[config.mk]
export PLATFORM = sky130hd
export DESIGN_NAME = eb_width_downsizer
export DESIGN_NICKNAME = d
export VERILOG_FILES = /design/src/rtl/eb_width_downsizer.sv
export SDC_FILE = /design/constraint.sdc
export NUM_CORES = 1
export LEC_CHECK = 0
export ABC_CLOCK_PERIOD_IN_PS = 2700
export CAP_MARGIN = 20
export CORE_UTILIZATION = 40
export CTS_CLUSTER_SIZE = 10
export DETAILED_ROUTE_END_ITERATION = 10
export PLACE_DENSITY = 0.85
export SLEW_MARGIN = 20
export SYNTH_ARGS = -nofsm -noshare
export SYNTH_HDL_FRONTEND = slang
export SYNTH_SLANG_ARGS = --single-unit
[constraint.sdc]
create_clock -name clk -period 2.7 [get_ports clk]
set_input_delay 0.54 -clock clk [delete_from_list [all_inputs] [get_ports clk]]
set_output_delay 0.54 -clock clk [all_outputs]
set_load 0.01 [all_outputs]
[src/rtl/eb_width_downsizer.sv]
// Elastic valid/ready downsizer: holds one wide word and emits its lanes one per cycle, lane 0 first.
// Optional lane masking is enabled by defining EB_DWS_LANE_MASK_EN.
module eb_width_downsizer #(
    parameter int LANE_WIDTH = 16,
    parameter int LANES      = 4,
    localparam int IDX_W     = (LANES > 1) ? $clog2(LANES) : 1
) (
    input  logic                        clk,
    input  logic                        rst,
    input  logic                        valid_in,
    output logic                        ready_out,
    input  logic [LANES*LANE_WIDTH-1:0] data_in,
`ifdef EB_DWS_LANE_MASK_EN
    input  logic [LANES-1:0]            mask_in,
`endif
    output logic                        valid_out,
    input  logic                        ready_in,
    output logic [LANE_WIDTH-1:0]       data_out,
    output logic [IDX_W-1:0]            lane_idx_out,
    output logic                        last_out
);

    // Handshake: a transfer happens on a rising clk edge when valid and ready are both high;
    // valid never waits on ready, and ready_out may depend combinationally on ready_in.

    logic                        r_full;
    logic [IDX_W-1:0]            r_idx;
    logic [LANES*LANE_WIDTH-1:0] r_word;

    logic                        w_accept;
    logic                        w_take;
    logic                        w_last;
    logic                        w_load_full;
    logic [IDX_W-1:0]            w_first;
    logic [IDX_W-1:0]            w_next;
    logic [LANE_WIDTH-1:0]       w_data;

`ifdef EB_DWS_LANE_MASK_EN
    logic [LANES-1:0] r_mask;
    logic             w_has_next;

    // Downward scans so the lowest qualifying lane wins.
    always_comb begin
        w_first    = '0;
        w_next     = '0;
        w_has_next = 1'b0;
        for (int k = LANES - 1; k >= 0; k--) begin
            if (mask_in[k]) begin
                w_first = k[IDX_W-1:0];
            end
            if (r_mask[k] && (k > int'(r_idx))) begin
                w_next     = k[IDX_W-1:0];
                w_has_next = 1'b1;
            end
        end
    end

    assign w_last      = ~w_has_next;
    assign w_load_full = |mask_in;
`else
    localparam logic [IDX_W-1:0] LAST_IDX = IDX_W'(LANES - 1);

    assign w_first     = '0;
    assign w_next      = r_idx + IDX_W'(1);
    assign w_last      = (r_idx == LAST_IDX);
    assign w_load_full = 1'b1;
`endif

    always_comb begin
        w_data = '0;
        for (int k = 0; k < LANES; k++) begin
            if (r_idx == k[IDX_W-1:0]) begin
                w_data = r_word[k*LANE_WIDTH +: LANE_WIDTH];
            end
        end
    end

    assign valid_out    = r_full;
    assign data_out     = w_data;
    assign lane_idx_out = r_idx;
    assign last_out     = r_full & w_last;

    // Accepting alongside the final take keeps the output stream bubble-free.
    assign ready_out = ~r_full | (ready_in & last_out);
    assign w_accept  = valid_in & ready_out;
    assign w_take    = valid_out & ready_in;

    always_ff @(posedge clk or posedge rst) begin
        if (rst) begin
            r_full <= 1'b0;
            r_idx  <= '0;
`ifdef EB_DWS_LANE_MASK_EN
            r_mask <= '0;
`endif
        end else if (w_accept) begin
            r_full <= w_load_full;
            r_idx  <= w_load_full ? w_first : '0;
`ifdef EB_DWS_LANE_MASK_EN
            r_mask <= mask_in;
`endif
        end else if (w_take) begin
            if (last_out) begin
                r_full <= 1'b0;
                r_idx  <= '0;
            end else begin
                r_idx  <= w_next;
            end
        end
    end

    // The word itself needs no reset: it is only observed while r_full is set.
    always_ff @(posedge clk) begin
        if (w_accept) begin
            r_word <= data_in;
        end
    end

endmodule

==> flow_metrics.env, run 1 <==
export IMPL_status="completed"
export IMPL_clkTransAtPathRegs_ps=60
export IMPL_core_area_sq_mm=0.006026
export IMPL_hold_viol=0
export IMPL_grt_pass1_vias=1698
export IMPL_boundaryPins=89
export IMPL_r2r_start="lane_idx_out[0]$_DFFE_PP0P_"
export IMPL_fp_dieH_um=81.83
export IMPL_vias=1704
export IMPL_critPathLaunchType="register"
export IMPL_diodes=0
export IMPL_p_leak_uw=0.001352
export IMPL_port_buffers=88
export IMPL_fin_skew_ps=8.569
export IMPL_yosysUniqueCellTypes=28
export IMPL_nFillCells=467
export IMPL_synth_seq_cells=67
export IMPL_via_per_inst=5.179
export IMPL_initial_core_util_pct=42.30
export IMPL_worst_setup_path_end_kind="primary output"
export IMPL_grt_usage_pct=17.96
export IMPL_startpoint="lane_idx_out[1]$_DFFE_PP0P_"
export IMPL_crit_arrival_ps=2000
export IMPL_setup_viol=0
export IMPL_fin_nets=322
export IMPL_die_area_sq_mm=0.006695
export IMPL_synth_seq_area_share_pct=78.35
export IMPL_wl_per_cell_um=17.05
export IMPL_syn_nets=220
export IMPL_ant_nets=0
export IMPL_hold_class="input pin to async pin"
export IMPL_place_hpwl_mm=3.619
export IMPL_cts_hold_buf=0
export IMPL_cts_tree="done"
export IMPL_grt_start_max_net_pins=65
export IMPL_die_x_um=81.83
export IMPL_rsz0062_at_grt="false"
export IMPL_antenna_found_initial=0
export IMPL_fmax_ghz=0.3941
export IMPL_clk_latency_ps=330
export IMPL_max_clock_path_buffers=2
export IMPL_rows=28
export IMPL_relSlewSlack_pct=77.73
export IMPL_overflow=0
export IMPL_worstPathRequired_ps=2160
export IMPL_syn_area_sq_mm=0.002549
export IMPL_max_vdd_ir_drop_v=0.0004710
export IMPL_routabilityCongestion=0.7644
export IMPL_fin_cells=329
export IMPL_drive_above_1_share_pct=13.78
export IMPL_drv_slew=0
export IMPL_synth_area_per_cell_sq_um=17.22
export IMPL_worstMarginPinSlew_ps=334.1
export IMPL_finalCriticalPeriod_ps=2538
export IMPL_fin_crit_sh_pct=93.98
export IMPL_grt_pass1_wl_mm=8.238
export IMPL_final_util_pct=62.48
export IMPL_drv_cap=0
export IMPL_area_growth_pct=47.72
export IMPL_power_density_mw_per_mm2=948.1
export IMPL_path_max_fanout=10
export IMPL_post_place_cells=309
export IMPL_drt_wl_total_mm=5.608
export IMPL_ctsHtreeMaxLevel=3
export IMPL_firstDrtPassIters=4
export IMPL_drtIter0Drc=74
export IMPL_cts_made_buffers=9
export IMPL_clock_sinks=67
export IMPL_synth_yosys_warnings=0
export IMPL_criticalPathCategory="register to primary output"
export IMPL_synthCells=148
export IMPL_root_buffer="clkbuf_8"
export IMPL_drc=0
cell type report:
type / instances / area [sq um] / share of cell area [%]
flip-flops and latches: 67 / 1999 / 53.11
repair buffers: 96 / 972.2 / 25.82
multi-input cells: 72 / 531.8 / 14.12
clock buffers: 11 / 131.4 / 3.490
well taps: 75 / 93.84 / 2.493
clock inverters: 4 / 18.77 / 0.4985
inverters: 4 / 17.52 / 0.4653
cell usage after synthesis:
| cell type | number | area share (%) |
|---|---|---|
| ha_1 | 4 | 2.0 |
| o22ai_1 | 15 | 3.7 |
| buf_12 | 1 | 0.79 |
| a21oi_2 | 2 | 0.69 |
| nor2_1 | 2 | 0.29 |
| nand4_1 | 2 | 0.49 |
| edfxtp_1 | 64 | 75 |
| nand3b_1 | 1 | 0.29 |
| dfrtp_1 | 3 | 2.9 |
| clkbuf_8 | 1 | 0.54 |
| nor2b_4 | 1 | 0.54 |
| nand2b_4 | 1 | 0.54 |
| nor2b_1 | 1 | 0.25 |
| and2_2 | 1 | 0.29 |
| buf_6 | 1 | 0.44 |
| buf_4 | 1 | 0.29 |
| inv_1 | 3 | 0.44 |
| nand2_1 | 6 | 0.88 |
| inv_2 | 1 | 0.15 |
| o2bb2ai_1 | 1 | 0.34 |
| o21ai_0 | 2 | 0.39 |
| a22oi_1 | 15 | 4.4 |
| nand2b_1 | 1 | 0.25 |
| a21oi_1 | 13 | 2.6 |
| nor2_2 | 1 | 0.25 |
| a31oi_1 | 1 | 0.25 |
| buf_2 | 2 | 0.39 |
| and2_1 | 1 | 0.25 |
cells in the final DEF (no fill, tap or decap), types with 3 or more instances in the layout:
master | synthesis | routed
a21oi_1 | 13 | 13
clkinv_2 | 0 | 3
clkbuf_8 | 1 | 9
dlymetal6s2s_1 | 0 | 6
o22ai_1 | 15 | 15
ha_4 | 0 | 3
buf_4 | 1 | 5
nand2_1 | 6 | 6
dlygate4sd2_1 | 0 | 10
a22oi_1 | 15 | 15
clkdlybuf4s50_1 | 0 | 72
edfxtp_1 | 64 | 64
timing repair:
| action | CTS | global route |
|---|---|---|
| cloned | 1 | 0 |
| resized for setup | 16 | 13 |
| buffers inserted | 4 | 0 |
| pin swaps | 1 | 0 |
| setup endpoints to repair | 16 | 6 |
state kept, by name, indices dropped and copies added (netlist names):
| signal | count |
|---|---|
| valid_out | 1 |
| r_word | 64 |
| lane_idx_out | 2 |
worst max-delay path, stage by stage, from the launching register on:
cell	delay, ps
dfrtp_2	450
inv_1	130
ha_1	180
nor2b_4	140
buf_4	190
a22oi_1	90
a21oi_1	170
dlygate4sd2_1	300
worst paths after layout:
check	to	slack, ps	depth (start not counted)
setup / recovery	data_out[13]	160	7
hold / removal	valid_out$_DFFE_PP0P_	370	2
setup reg to reg	r_word[40]$_DFFE_PP_	990	5
hold reg to reg	lane_idx_out[1]$_DFFE_PP0P_	630	2
max in group asynchronous	lane_idx_out[0]$_DFFE_PP0P_	2180	2
min in group clk	lane_idx_out[1]$_DFFE_PP0P_	630	2
kinds of logic after synthesis:
group,Yosys count,share of synthesized area (%)
compound gates,49,12.32
fa+ha+maj,4,1.964
buf+inv,10,3.044
flops,67,78.35
simple gates,18,4.321
power breakdown:
group          switching [uW]  internal (uW)
clock                     342            320
sequential               60.5           1280
combinational             783            781
per-layer routing:
metal	GRT usage, %	share of wire (%)	wire [um]
met3	4.444	5.8	324
met4	10.18	2.5	140
met1	19.88	38	2129
met5	0	0	0
met2	31.32	54	3014
per-stage QoR:
step / hold slack [ps] / setup slack [ps] / power (uW) / TNS, ps / cell area [sq um]
after floorplan: 293.6 / 495.2 / 2127 / 0 / 2550
after global placement: 562.5 / 49.96 / 2858 / 0 / 3505
after detailed placement: 591.6 / 5.581 / 2889 / 0 / 3505
after CTS: 355.9 / -44.95 / 3580 / -167.1 / 3712
after global routing: 403.1 / 22.15 / 3760 / 0 / 3765
final: 373.2 / 162.5 / 3570 / 0 / 3765
Power figures use the tool's default switching activity.
==> inputs of run 2 (changes only) <==
--- a/config.mk
+++ b/config.mk
@@ -10,6 +10,7 @@
 export CORE_UTILIZATION = 40
 export CTS_CLUSTER_SIZE = 10
 export DETAILED_ROUTE_END_ITERATION = 10
+export HOLD_SLACK_MARGIN = 0.08
 export PLACE_DENSITY = 0.85
 export SLEW_MARGIN = 20
 export SYNTH_ARGS = -nofsm -noshare
==> results of run 2 <==
Final layout, timing and power as in run 1 (identical DEF).
